$ cat src/rtl/axi32_regbank.sv
// AXI4-Lite register slave with control outputs and synchronised status inputs.
// Also provides sticky W1C event capture, a level interrupt and SLVERR on unmapped indices.
module axi32_regbank #(
    parameter int unsigned       datawidth = 32,
    parameter int unsigned       addrwidth = 8,
    parameter int unsigned       ch_num    = 8,
    parameter logic [31:0]       version   = 32'h0001_0000,
    parameter logic [ch_num-1:0] ctrl_init = '0
) (
    input  logic                   s_axi_clk_in,
    input  logic                   s_axi_reset_in,
    input  logic [addrwidth-1:0]   s_axi_awaddr_in,
    input  logic                   s_axi_awvalid_in,
    output logic                   s_axi_awready_out,
    input  logic [datawidth-1:0]   s_axi_wdata_in,
    input  logic [datawidth/8-1:0] s_axi_wstrb_in,
    input  logic                   s_axi_wvalid_in,
    output logic                   s_axi_wready_out,
    output logic [1:0]             s_axi_bresp_out,
    output logic                   s_axi_bvalid_out,
    input  logic                   s_axi_bready_in,
    input  logic [addrwidth-1:0]   s_axi_araddr_in,
    input  logic                   s_axi_arvalid_in,
    output logic                   s_axi_arready_out,
    output logic [datawidth-1:0]   s_axi_rdata_out,
    output logic [1:0]             s_axi_rresp_out,
    output logic                   s_axi_rvalid_out,
    input  logic                   s_axi_rready_in,
    output logic [ch_num-1:0]      control_out,
    input  logic [ch_num-1:0]      status_in,
    output logic                   irq_out
);
    localparam int NB  = datawidth / 8;
    localparam int LSB = $clog2(NB);
    localparam int IW  = addrwidth - LSB;

    typedef enum logic [1:0] {W_IDLE, W_ACK, W_RESP} wstate_t;
    typedef enum logic [1:0] {R_IDLE, R_ACK, R_DATA} rstate_t;

    wstate_t               wstate_q;
    rstate_t               rstate_q;
    logic                  awready_q, wready_q, bvalid_q;
    logic [1:0]            bresp_q;
    logic                  arready_q, rvalid_q;
    logic [1:0]            rresp_q, rresp_d;
    logic [datawidth-1:0]  rdata_q, rdata_d;
    logic [ch_num-1:0]     ctrl_q, ctrl_d, irqen_q, irqen_d, sticky_q, sticky_d;
    logic [datawidth-1:0]  scratch_q, scratch_d;
    logic [ch_num-1:0]     sync1_q, sync2_q, sync3_q;
    logic                  irq_q;

    logic [IW-1:0]         widx, ridx;
    logic [datawidth-1:0]  wmask;
    logic [ch_num-1:0]     rise, clr;
    logic                  wen, wmapped;
    logic                  unused_addr_bits;

    assign widx    = s_axi_awaddr_in[addrwidth-1:LSB];
    assign ridx    = s_axi_araddr_in[addrwidth-1:LSB];
    assign wen     = (wstate_q == W_ACK);
    assign wmapped = (widx < IW'(6));
    assign rise    = sync2_q & ~sync3_q;
    assign unused_addr_bits = ^{s_axi_awaddr_in[LSB-1:0], s_axi_araddr_in[LSB-1:0]};

    function automatic logic [datawidth-1:0] merge_bytes(input logic [datawidth-1:0] old_v,
                                                         input logic [datawidth-1:0] new_v,
                                                         input logic [datawidth-1:0] mask);
        return (old_v & ~mask) | (new_v & mask);
    endfunction

    always_comb begin
        wmask = '0;
        for (int b = 0; b < NB; b++) begin
            wmask[b*8 +: 8] = {8{s_axi_wstrb_in[b]}};
        end
    end

    // A new status edge overrides a coincident W1C so no event is ever lost.
    always_comb begin
        ctrl_d    = ctrl_q;
        irqen_d   = irqen_q;
        scratch_d = scratch_q;
        clr       = '0;
        if (wen) begin
            case (widx)
                IW'(1):  ctrl_d    = ch_num'(merge_bytes(datawidth'(ctrl_q), s_axi_wdata_in, wmask));
                IW'(3):  clr       = ch_num'(s_axi_wdata_in & wmask);
                IW'(4):  irqen_d   = ch_num'(merge_bytes(datawidth'(irqen_q), s_axi_wdata_in, wmask));
                IW'(5):  scratch_d = merge_bytes(scratch_q, s_axi_wdata_in, wmask);
                default: ;
            endcase
        end
        sticky_d = (sticky_q & ~clr) | rise;
    end

    always_comb begin
        rdata_d = '0;
        rresp_d = 2'b00;
        case (ridx)
            IW'(0):  rdata_d = datawidth'(version);
            IW'(1):  rdata_d = datawidth'(ctrl_q);
            IW'(2):  rdata_d = datawidth'(sync2_q);
            IW'(3):  rdata_d = datawidth'(sticky_q);
            IW'(4):  rdata_d = datawidth'(irqen_q);
            IW'(5):  rdata_d = scratch_q;
            default: rresp_d = 2'b10;
        endcase
    end

    always_ff @(posedge s_axi_clk_in or posedge s_axi_reset_in) begin
        if (s_axi_reset_in) begin
            ctrl_q    <= ctrl_init;
            irqen_q   <= '0;
            sticky_q  <= '0;
            scratch_q <= '0;
            sync1_q   <= '0;
            sync2_q   <= '0;
            sync3_q   <= '0;
            irq_q     <= 1'b0;
        end else begin
            ctrl_q    <= ctrl_d;
            irqen_q   <= irqen_d;
            sticky_q  <= sticky_d;
            scratch_q <= scratch_d;
            sync1_q   <= status_in;
            sync2_q   <= sync1_q;
            sync3_q   <= sync2_q;
            irq_q     <= |(sticky_q & irqen_q);
        end
    end

    always_ff @(posedge s_axi_clk_in or posedge s_axi_reset_in) begin
        if (s_axi_reset_in) begin
            wstate_q  <= W_IDLE;
            awready_q <= 1'b0;
            wready_q  <= 1'b0;
            bvalid_q  <= 1'b0;
            bresp_q   <= 2'b00;
        end else begin
            case (wstate_q)
                W_IDLE: if (s_axi_awvalid_in && s_axi_wvalid_in) begin
                    awready_q <= 1'b1;
                    wready_q  <= 1'b1;
                    wstate_q  <= W_ACK;
                end
                W_ACK: begin
                    awready_q <= 1'b0;
                    wready_q  <= 1'b0;
                    bvalid_q  <= 1'b1;
                    bresp_q   <= wmapped ? 2'b00 : 2'b10;
                    wstate_q  <= W_RESP;
                end
                W_RESP: if (s_axi_bready_in) begin
                    bvalid_q <= 1'b0;
                    bresp_q  <= 2'b00;
                    wstate_q <= W_IDLE;
                end
                default: wstate_q <= W_IDLE;
            endcase
        end
    end

    always_ff @(posedge s_axi_clk_in or posedge s_axi_reset_in) begin
        if (s_axi_reset_in) begin
            rstate_q  <= R_IDLE;
            arready_q <= 1'b0;
            rvalid_q  <= 1'b0;
            rresp_q   <= 2'b00;
            rdata_q   <= '0;
        end else begin
            case (rstate_q)
                R_IDLE: if (s_axi_arvalid_in) begin
                    arready_q <= 1'b1;
                    rstate_q  <= R_ACK;
                end
                R_ACK: begin
                    arready_q <= 1'b0;
                    rvalid_q  <= 1'b1;
                    rdata_q   <= rdata_d;
                    rresp_q   <= rresp_d;
                    rstate_q  <= R_DATA;
                end
                R_DATA: if (s_axi_rready_in) begin
                    rvalid_q <= 1'b0;
                    rstate_q <= R_IDLE;
                end
                default: rstate_q <= R_IDLE;
            endcase
        end
    end

    assign s_axi_awready_out = awready_q;
    assign s_axi_wready_out  = wready_q;
    assign s_axi_bvalid_out  = bvalid_q;
    assign s_axi_bresp_out   = bresp_q;
    assign s_axi_arready_out = arready_q;
    assign s_axi_rvalid_out  = rvalid_q;
    assign s_axi_rresp_out   = rresp_q;
    assign s_axi_rdata_out   = rdata_q;
    assign control_out       = ctrl_q;
    assign irq_out           = irq_q;
endmodule

$ cat config.mk
export PLATFORM = sky130hd
export DESIGN_NAME = axi32_regbank
export DESIGN_NICKNAME = d
export VERILOG_FILES = /design/src/rtl/axi32_regbank.sv
export SDC_FILE = /design/constraint.sdc
export NUM_CORES = 1
export LEC_CHECK = 0
export CORE_ASPECT_RATIO = 0.6
export CORE_MARGIN = 4
export CORE_UTILIZATION = 35
export CTS_CLUSTER_DIAMETER = 80
export DETAILED_ROUTE_END_ITERATION = 12
export SLEW_MARGIN = 0
export SYNTH_ARGS = -nofsm -noshare
export SYNTH_HDL_FRONTEND = slang
export SYNTH_SLANG_ARGS = --single-unit
$ cat constraint.sdc
create_clock -name s_axi_clk_in -period 5.8 [get_ports s_axi_clk_in]
set_clock_uncertainty 0.2 [all_clocks]
set_input_delay 0.58 -clock s_axi_clk_in [delete_from_list [all_inputs] [get_ports s_axi_clk_in]]
set_output_delay 0.58 -clock s_axi_clk_in [all_outputs]
set_load 0.01 [all_outputs]
## Word level (Yosys, flattened, before mapping)

Cells that the tools add are included.

- Bits in registers: 125
- Input bits: 67
- Output and inout bits: 50
- Logic and storage cells: 88

- $lt $le $gt $ge: 1
- Equal/unequal tests: 17
- Mux-type cells: 20
- Bitwise operators: 14
- Reduce and logical (&&, ||, !) cells: 19

Operators with widths:

| cell | number |
|---|---|
| $pmux 32 s6 | 1 |
| $and 32x32->32 | 2 |
| $and 8x8->8 | 5 |
| $not 32->32 | 1 |
| $or 32x32->32 | 1 |
| $eq 6x3->1 const B | 4 |
| $or 8x8->8 | 3 |
| $eq 6x2->1 const B | 3 |
| $reduce_and 2->1 | 9 |
| $mux 8 | 2 |
| $not 8->8 | 2 |
| $eq 6x1->1 const B | 2 |
| $mux 2 | 6 |
| $pmux 2 s3 | 2 |
| $ne 2x2->1 const B | 4 |
| $pmux 1 s2 | 4 |
| $reduce_bool 2->1 | 4 |
| $reduce_or 8->1 | 1 |
| $logic_not 6->1 | 1 |
| $lt 6x3->1 const B | 1 |
| $reduce_or 6->1 | 1 |
| $eq 2x1->1 const B | 2 |
| $eq 2x2->1 const B | 2 |
| $logic_not 2->1 | 2 |
| other kinds (3) | 6 |

## Longest topological paths before layout

Gate-level depths: netlist of run 1.

- Depth in word-level cells: 6
- Mapped depth: 6
- Gate-level depth less buffers: 3

## Worst setup path before layout of run 1

No wires, ideal clock.

- Path kind: input -> register
- Start point: input s_axi_araddr_in[3]
- End point: register rdata_q[10], in the netlist s_axi_rdata_out[10]
- Setup time: 0.065 ns
- Arrival time: 1.602 ns
- Data required time: 5.535 ns
- Setup slack: 3.932 ns
- Stages: 6
- Buffers on the path: 3
- Cells stage by stage: buf_2 nor4_4 and4_1 buf_6 buf_12 a22o_1

- Word-level cells in the longest chain between the ends: 2
- Elaborated cells between the ends (all ways): 7
- Those cells by class: 5 x eq/ne; 1 x mux; 1 x reduce/logical

Ends and longest elaborated chain:

| element | RTL line | text |
|---|---|---|
| from (decl) | 22 | `input logic [addrwidth-1:0] s_axi_araddr_in,` |
| $eq 6x3->1, or another cell as far along | 99 | `case (ridx)` |
| $pmux 32 s6 * | 99 |  |
| to (signal assigned) | 179 | `rdata_q <= rdata_d;` |
| to (decl) | 46 | `logic [datawidth-1:0] rdata_q, rdata_d;` |

Mark *: on every way between the ends. The rest lies on a longest branch, timed or not.
A chain may end at the register's enable or synchronous reset.

## Worst setup path after layout of run 1

- Start point: input s_axi_araddr_in[3]
- End point: register rdata_q[29], in the netlist s_axi_rdata_out[29]

The elaborated chain is that of the path after synthesis.

==> results.json, run 1 <==
{
  "io_pins": 117,
  "cp-end-kind": "flip-flop",
  "cts_setup_buffers": 0,
  "place_ws_ns": 2.64,
  "via_count_of_the_first_global_routing_pass": 3455,
  "power.share.switching": 0.242,
  "design.die.area_mm2": 0.0160,
  "post_synth_fa_ha_maj_area_fraction": 0,
  "cts_resized": 0,
  "dp_hpwl_um": 8010,
  "max_cap_violations": 0,
  "power_frac_seq": 0.427,
  "diodes": 0,
  "slew_headroom": 0.334,
  "worst_slack_ns": 2.99,
  "hold-path-cell-count": 0,
  "critPathArrivalTime_ns": 2.93,
  "start_kind": "input pin",
  "cts_tree": "done",
  "post_synth_instance_area_mm2": 0.00488,
  "final_nets": 520,
  "regToRegStartpoint": "rstate_q[1]",
  "synth.top_cells.by_count": "123 x sky130_fd_sc_hd__dfrtp_1, 49 x sky130_fd_sc_hd__mux2_2, 31 x sky130_fd_sc_hd__a22o_1",
  "placement_rows": 33,
  "yosys.area_share.xor_xnor": 0,
  "numClockSinks": 123,
  "internal-power_mw": 1.69,
  "critPathCapture": "s_axi_rdata_out[29]",
  "drv_slew": 0,
  "area_of_the_core_mm2": 0.0137,
  "synth.area.mux_share": 0.142,
  "layout-area-overhead-vs-synth_pct": 36.9,
  "synth_top_family_by_area": "multiplexers",
  "worst_r2r_path_depth": 3,
  "via_count": 3221,
  "initial_utilization": 0.357,
  "cts-root-to-sink-buffers": 2,
  "grt_pass1_wl_um": 18800,
  "timing_worst_setup_path_type": "input pin to flip-flop",
  "rsz0062_at_grt": "no",
  "post_synth.cell_area_avg_um2": 14.4,
  "globalRouteTotalUtil": 0.151,
  "final_antenna_net_count": 0,
  "psw_mw": 0.540,
  "worst_hold_slack_ns": 0.147,
  "synthArstFlopShare": 1.00,
  "setup_tns_ns": 0,
  "grt_overflow_total": 0,
  "detail_route.vias_per_cell": 4.90,
  "insertion_delay_ns": 0.40,
  "place.gp.congestion": 0.788,
  "postCtsHoldBufs": 0,
  "max_freq_mhz": 356,
  "cts.clk_slew.worst_paths_ns": 0.05,
  "synthesis.instances": 339,
  "port_buffers": 110,
  "cpPeakStageDelay_ns": 0.95,
  "synth-edff-count": 0,
  "yosys.area.top_type": "sky130_fd_sc_hd__dfrtp_1",
  "run_status": "completed",
  "cp_max_fo": 23,
  "drtPass1Iterations": 4,
  "critical_path_cell_count": 4,
  "synth_sequential_area_ratio": 0.630,
  "layout-drive-gt1-share": 0.195,
  "detail_route.wirelength_um": 11500,
  "finalCriticalPeriod_ns": 2.81,
  "setup_failing_eps_final": 0,
  "period_share": 0.484,
  "yosysWarningCount": 0,
  "routedWlPerCell_um": 17.5,
  "reg2reg_slack_ns": 3.56,
  "synth-compound-area-share": 0.114,
  "path_buf_inv": 1,
  "synth_most_common_cell": "sky130_fd_sc_hd__dfrtp_1",
  "power_per_standard_cell_area_mw_per_mm2": 333,
  "cp_slowest_cell": "sky130_fd_sc_hd__and4_1",
  "crit_required_ns": 5.93,
  "die-width_um": 160,
  "synthDistinctLibCells": 42,
  "timing.rr.end": "s_axi_rdata_out[29]",
  "final.fill_count": 1196,
  "synth-main-ff-cell": "sky130_fd_sc_hd__dfrtp_1",
  "share_clk_of_total_power": 0.453,
  "setup.worst_path.start": "s_axi_araddr_in[3]",
  "post_synth_and_or_nand_nor_area_fraction": 0.0766,
  "total_cts_buffers": 17,
  "hold_violation_total_from_the_final_report": 0,
  "grt_start_max_net_pins": 74,
  "synth_seq_cells": 123,
  "synth_top_area_share": 0.630,
  "antenna_violations_before_repair": 0,
  "critPathTopFamily": "simple AND/OR/NAND/NOR gates",
  "drt-initial-drc-count": 154,
  "cts-htree-levels": 4,
  "clockRootBuffer": "sky130_fd_sc_hd__clkbuf_16",
  "cellLeakagePower_nw": 3.04,
  "maximum_resistive_drop_on_vdd_uv": 171,
  "die_height_um": 99.5,
  "path_cells": "clkdlybuf4s50_1, nor4_4, and4_1, a22o_1",
  "drc": 0,
  "min_path_type": "flip-flop to flip-flop",
  "combPwrFrac": 0.121,
  "main_area_contributors_after_synthesis": "sky130_fd_sc_hd__dfrtp_1 63%, sky130_fd_sc_hd__mux2_2 11%, sky130_fd_sc_hd__a22o_1 5.6%",
  "worstMarginPinSlew_ns": 0.999
}
## stage by stage
stage | power (mW) | util | cell area [µm²] | std cells
floorplan | 1.09 | - | 4890 | 340
global placement | 1.23 | 0.447 | 6110 | 626
detailed placement | 1.24 | 0.447 | 6110 | 626
CTS | 2.26 | 0.489 | 6690 | 658
global route | 2.33 | 0.489 | 6690 | 658
finish | 2.23 | 0.489 | 6690 | 658
## cell type report
cell class	count	area, µm²	area share
Sequential cell	123	3080	0.460
Clock buffer	21	450	0.0674
Clock inverter	11	121	0.0182
Tap cell	192	240	0.0359
Multi-Input combinational cell	186	1630	0.243
Timing Repair Buffer	112	1120	0.167
Inverter	13	51.3	0.00767
## power groups by stage
stage	Sequential (mW)	Combinational (mW)	Clock, mW
global placement	0.963	0.269	0
CTS	0.951	0.272	1.04
detailed placement	0.965	0.270	0
global route	0.959	0.292	1.08
floorplan	0.969	0.120	0
finish	0.951	0.269	1.01
## layer usage
metal / part of all wire / vias up / wire length (µm) / track usage
met5: 0 / - / 0 / 0
met4: 0.0071 / 0 / 82 / 0.0509
met3: 0.067 / 9 / 776 / 0.0443
met2: 0.42 / 104 / 4860 / 0.210
met1: 0.50 / 1618 / 5790 / 0.225
li1: - / 1490 / - / -
## how the worst min path moves through the flow
stage / start / to / slack (ns)
detailed placement: sync1_q[5] / sync2_q[5] / 0.14
global placement: sync1_q[5] / sync2_q[5] / 0.13
CTS: sync1_q[5] / sync2_q[5] / 0.15
finish: sync1_q[4] / sync2_q[4] / 0.15
floorplan: sync1_q[0] / sync2_q[0] / 0.13
global route: sync1_q[5] / sync2_q[5] / 0.15
## layout by cell type (no fill, tap or decap), types with 2 or more instances in the layout
cell	count
sky130_fd_sc_hd__nand2_1	7
sky130_fd_sc_hd__clkinv_2	4
sky130_fd_sc_hd__nand4_1	10
sky130_fd_sc_hd__nand2b_1	4
sky130_fd_sc_hd__a22oi_1	4
sky130_fd_sc_hd__o21a_1	2
sky130_fd_sc_hd__clkbuf_1	3
sky130_fd_sc_hd__inv_1	12
sky130_fd_sc_hd__o22a_1	8
sky130_fd_sc_hd__dfrtp_1	123
sky130_fd_sc_hd__a32oi_1	7
sky130_fd_sc_hd__bufinv_16	2
sky130_fd_sc_hd__nor2_1	4
sky130_fd_sc_hd__buf_4	2
sky130_fd_sc_hd__nor4bb_1	2
sky130_fd_sc_hd__a21oi_1	4
sky130_fd_sc_hd__nor2b_1	5
sky130_fd_sc_hd__clkdlybuf4s50_1	110
sky130_fd_sc_hd__clkinvlp_4	2
sky130_fd_sc_hd__a22o_1	31
sky130_fd_sc_hd__o21ai_0	8
sky130_fd_sc_hd__conb_1	2
sky130_fd_sc_hd__nand3_1	2
sky130_fd_sc_hd__mux2_2	49
sky130_fd_sc_hd__nor3_1	3
sky130_fd_sc_hd__nand4_2	4
sky130_fd_sc_hd__clkbuf_16	17
sky130_fd_sc_hd__mux2i_1	14
sky130_fd_sc_hd__clkinv_4	3
## cell families after synthesis
family | Yosys count
buffers and inverters | 31
and+or+nand+nor | 51
muxes | 63
AOI/OAI and AO/OA | 70
DFF | 123
other | 1
(Power assumes the default switching activity.)
==> run 2: changes to the inputs <==
==> constraint.sdc (replaced) <==
create_clock -name s_axi_clk_in -period 2.5 [get_ports s_axi_clk_in]
set_clock_uncertainty 0.2 [all_clocks]
set_input_delay 0.25 -clock s_axi_clk_in [delete_from_list [all_inputs] [get_ports s_axi_clk_in]]
set_output_delay 0.25 -clock s_axi_clk_in [all_outputs]
set_load 0.01 [all_outputs]
==> run 2 against run 1 <==
Worst hold slack worse by 0.065 ns; sequential cell count did not move; sequential power up 130%; die area unchanged; largest cell class unchanged; design area increased by 2.4%; critical path type is now flip-flop to flip-flop; register-to-register slack got worse by 2.9 ns; clock-buffer cell count fell by 2; largest power group unchanged; routed wire length rose by 2.1%.
==> results.json, run 2 (same netlist as run 1, synthesis figures left out) <==
{
  "max_cap_violations": 0,
  "path_buf_inv": 1,
  "setup_tns_ns": 0,
  "via_count_of_the_first_global_routing_pass": 3454,
  "via_count": 3287,
  "cp_slowest_cell": "sky130_fd_sc_hd__nand2b_1",
  "postCtsHoldBufs": 0,
  "slew_headroom": 0.634,
  "clockRootBuffer": "sky130_fd_sc_hd__clkbuf_16",
  "layout-area-overhead-vs-synth_pct": 40.2,
  "drv_slew": 0,
  "io_pins": 117,
  "routedWlPerCell_um": 17.6,
  "cts-root-to-sink-buffers": 2,
  "rsz0062_at_grt": "no",
  "cpPeakStageDelay_ns": 0.49,
  "worst_slack_ns": 0.658,
  "cp_max_fo": 24,
  "numClockSinks": 123,
  "grt_start_max_net_pins": 78,
  "max_freq_mhz": 543,
  "initial_utilization": 0.357,
  "period_share": 0.737,
  "port_buffers": 110,
  "post-layout-total-power_mw": 5.48,
  "die-width_um": 160,
  "start_kind": "flip-flop",
  "drtPass1Iterations": 4,
  "final_antenna_net_count": 0,
  "min_path_type": "input pin to flip-flop",
  "maximum_resistive_drop_on_vdd_uv": 384,
  "dpl_cell_area_mm2": 0.00621,
  "crit_required_ns": 2.55,
  "place.gp.congestion": 0.798,
  "cts_setup_buffers": 0,
  "grt_pass1_wl_um": 19100,
  "run_status": "completed",
  "final_core_util": 0.501,
  "drt-initial-drc-count": 145,
  "globalRouteTotalUtil": 0.155,
  "cts-htree-levels": 4,
  "worst_hold_slack_ns": 0.0817,
  "cts.clk_slew.worst_paths_ns": 0.06,
  "worstMarginPinSlew_ns": 0.547,
  "grt_overflow_total": 0,
  "setup_failing_eps_final": 0,
  "detail_route.vias_per_cell": 4.93,
  "place.detailed.instances": 636,
  "critPathTopFamily": "simple AND/OR/NAND/NOR gates",
  "cts_tree": "done",
  "cp-end-kind": "flip-flop",
  "regToRegStartpoint": "rstate_q[1]",
  "area_of_the_core_mm2": 0.0137,
  "final.fill_count": 1198,
  "design.die.area_mm2": 0.0160,
  "diodes": 0,
  "place_ws_ns": 0.275,
  "path_cells": "nand2b_1, buf_4, o21ai_0",
  "final_nets": 530,
  "layout-drive-gt1-share": 0.213,
  "drc": 0,
  "detail_route.wirelength_um": 11700,
  "placement_rows": 33,
  "commonest_non_fill_non_tap_cells_in_the_layout": "123 x sky130_fd_sc_hd__dfrtp_1, 110 x sky130_fd_sc_hd__clkdlybuf4s50_1, 49 x sky130_fd_sc_hd__mux2_2",
  "timing_worst_setup_path_type": "flip-flop to flip-flop",
  "finalInstanceArea_mm2": 0.00685,
  "stdcell_count": 667,
  "total_cts_buffers": 17,
  "setup.worst_path.start": "rstate_q[1]",
  "die_height_um": 99.5,
  "most_common_cell_after_layout_fill_and_taps_aside": "sky130_fd_sc_hd__dfrtp_1",
  "hold_violation_total_from_the_final_report": 0,
  "cellLeakagePower_nw": 3.12,
  "dp_hpwl_um": 8240,
  "critPathArrivalTime_ns": 1.90,
  "cts_resized": 0,
  "antenna_violations_before_repair": 0,
  "power_per_standard_cell_area_mw_per_mm2": 800,
  "insertion_delay_ns": 0.40,
  "finalCriticalPeriod_ns": 1.84,
  "hold_path.startpoint": "status_in[3]"
}
run 2: power by group:
part | switching [mW] | internal (mW)
sequential | 0.0906 | 2.11
combinational | 0.317 | 0.323
clock | 0.872 | 1.76
run 2: area by class of cell:
| class | count | area [µm²] | share of cell area |
|---|---|---|---|
| sequential | 123 | 3080 | 0.450 |
| multi-input combinational | 186 | 1630 | 0.238 |
| timing repair buffer | 122 | 1220 | 0.178 |
| clock buffer | 19 | 433 | 0.0632 |
| tap | 192 | 240 | 0.0351 |
| clock inverter | 12 | 198 | 0.0289 |
| inverter | 13 | 52.6 | 0.00768 |
run 2: final timing paths:
check	end	slack [ns]	cells past startpoint
worst max-delay path	rstate_q[1]	0.66	3
worst min-delay path	sync1_q[3]	0.08	1
worst max register to register	rstate_q[1]	0.66	3
worst min register to register	sync2_q[1]	0.15	0
max in group asynchronous	wstate_q[0]	1.61	3
min in group asynchronous	s_axi_rdata_out[16]	0.09	3
run 2: metal layers:
metal	wire length, µm	vias to the layer above	global-route usage
met2	4980	88	0.218
met4	112	0	0.0410
met3	821	11	0.0621
li1	-	1510	-
met1	5830	1678	0.222
met5	0	-	0
==> run 3: changes to the inputs <==
==> constraint.sdc (replaced) <==
create_clock -name s_axi_clk_in -period 1.7 [get_ports s_axi_clk_in]
set_clock_uncertainty 0.2 [all_clocks]
set_input_delay 0.17 -clock s_axi_clk_in [delete_from_list [all_inputs] [get_ports s_axi_clk_in]]
set_output_delay 0.17 -clock s_axi_clk_in [all_outputs]
set_load 0.01 [all_outputs]
==> run 3 against run 2 <==
Setup slack worse by 0.62 ns; critical path type is now flip-flop to output port; design area rose by 5.1%; first-iteration DRC count decreased by 6.2%.
==> results.json, run 3 (same netlist as run 1, synthesis figures left out) <==
{
  "crit_required_ns": 1.33,
  "power.share.switching": 0.240,
  "critPathArrivalTime_ns": 1.29,
  "internal-power_mw": 5.99,
  "detail_route.wirelength_um": 12200,
  "drc": 0,
  "start_kind": "flip-flop",
  "detail_route.vias_per_cell": 4.96,
  "final_antenna_net_count": 0,
  "routedWlPerCell_um": 17.7,
  "place_ws_ns": -0.278,
  "combPwrFrac": 0.127,
  "hold_violation_total_from_the_final_report": 0,
  "worst_slack_ns": 0.0354,
  "port_buffers": 110,
  "rsz0062_at_grt": "yes",
  "grt_overflow_total": 0,
  "drtPass1Iterations": 6,
  "cp_slowest_cell": "sky130_fd_sc_hd__clkdlybuf4s50_1",
  "final.fill_count": 1180,
  "share_clk_of_total_power": 0.461,
  "min_path_type": "input pin to async pin",
  "die-width_um": 160,
  "dp_hpwl_um": 8680,
  "max_freq_mhz": 601,
  "finalCriticalPeriod_ns": 1.66,
  "power_per_standard_cell_area_mw_per_mm2": 1100,
  "final_nets": 555,
  "cts_tree": "done",
  "dpl_cell_area_mm2": 0.00645,
  "die_height_um": 99.5,
  "critical_path_cell_count": 1,
  "antenna_violations_before_repair": 0,
  "drt-initial-drc-count": 136,
  "total_cts_buffers": 17,
  "layout-drive-gt1-share": 0.248,
  "via_count_of_the_first_global_routing_pass": 3687,
  "cp-end-kind": "output port",
  "cts-htree-levels": 4,
  "cts.clk_slew.worst_paths_ns": 0.06,
  "period_share": 0.979,
  "drv_slew": 0,
  "clockRootBuffer": "sky130_fd_sc_hd__clkbuf_16",
  "place.detailed.instances": 654,
  "max_cap_violations": 0,
  "grt_pass1_wl_um": 19700,
  "setup_failing_eps_final": 0,
  "worst_r2r_path_depth": 4,
  "commonest_non_fill_non_tap_cells_in_the_layout": "123 x sky130_fd_sc_hd__dfrtp_1, 69 x sky130_fd_sc_hd__clkdlybuf4s50_1, 48 x sky130_fd_sc_hd__mux2_2",
  "diodes": 0,
  "io_pins": 117,
  "numClockSinks": 123,
  "stdcell_count": 692,
  "grt_start_max_net_pins": 62,
  "most_common_cell_after_layout_fill_and_taps_aside": "sky130_fd_sc_hd__dfrtp_1",
  "finalInstanceArea_mm2": 0.00719,
  "cpPeakStageDelay_ns": 0.54,
  "initial_utilization": 0.357,
  "timing_worst_setup_path_type": "flip-flop to output port",
  "layout-area-overhead-vs-synth_pct": 47.3,
  "place.gp.congestion": 0.823,
  "cellLeakagePower_nw": 3.75,
  "power_frac_seq": 0.412,
  "maximum_resistive_drop_on_vdd_uv": 692,
  "path_buf_inv": 1,
  "cts-root-to-sink-buffers": 2,
  "globalRouteTotalUtil": 0.158,
  "psw_mw": 1.89,
  "seq_area_mm2": 0.00308,
  "via_count": 3434,
  "placement_rows": 33,
  "critPathTopFamily": "buffers and inverters",
  "design.die.area_mm2": 0.0160,
  "path_cells": "clkdlybuf4s50_1",
  "area_of_the_core_mm2": 0.0137,
  "insertion_delay_ns": 0.39,
  "cp_max_fo": 2,
  "multi_input_area_mm2": 0.00165,
  "run_status": "completed"
}
==> run 3: path summary, 6_finish.rpt <==
check                                     from                  end  slack (ns)
setup / recovery           s_axi_rdata_out[23]  s_axi_rdata_out[23]        0.04
hold / removal                  s_axi_reset_in   s_axi_rresp_out[1]        0.02
setup reg to reg                   wstate_q[1]            flip-flop        0.07
hold reg to reg                     sync1_q[4]           sync2_q[4]        0.14
max in group asynchronous       s_axi_reset_in  s_axi_rdata_out[31]        0.89
min in group s_axi_clk_in         status_in[4]           sync1_q[4]        0.02
==> run 3: what timing repair did <==
action                                 in CTS  in global routing
endpoints found under the hold margin       6                  0
setup endpoints to repair                  17                 46
resized for setup                          16                 30
pin swaps                                   0                  1
hold buffers                                6                  0
gates cloned                                0                  0
buffers inserted                            0                  1
==> run 3: routing by layer <==
| metal | track usage | vias up | routed length (µm) |
|---|---|---|---|
| met5 | 0 | - | 0 |
| li1 | - | 1562 | - |
| met4 | 0.0496 | 0 | 80 |
| met1 | 0.224 | 1768 | 6050 |
| met3 | 0.0464 | 8 | 649 |
| met2 | 0.235 | 96 | 5450 |
==> run 3: final cells by class <==
class                           instances  share of cell area
Multi-Input combinational cell        186               0.229
Clock inverter                         11              0.0202
Clock buffer                           20              0.0635
Tap cell                              192              0.0334
Inverter                               13             0.00731
Timing Repair Buffer                  147               0.219
Sequential cell                       123               0.428
==> run 3: power by group through the flow <==
stage / Sequential (mW) / Combinational, mW / Clock (mW)
finish: 3.25 / 1.00 / 3.64
global route: 3.27 / 1.09 / 3.84
detailed placement: 3.30 / 1.03 / 0
CTS: 3.25 / 1.01 / 3.72
global placement: 3.29 / 1.01 / 0
floorplan: 3.31 / 0.408 / 0
==> run 3: stage by stage <==
stage	total power [mW]	hold slack, ns	util	TNS [ns]
2_1_floorplan	3.71	0.00143	-	-22.30
3_3_place_gp	4.30	0.131	0.472	-14.81
3_5_place_dp	4.33	0.136	0.472	-16.91
4_1_cts	7.98	0.00383	0.519	0
5_1_grt	8.20	0.000399	0.526	-0.00572
6_report	7.88	0.0214	0.526	0
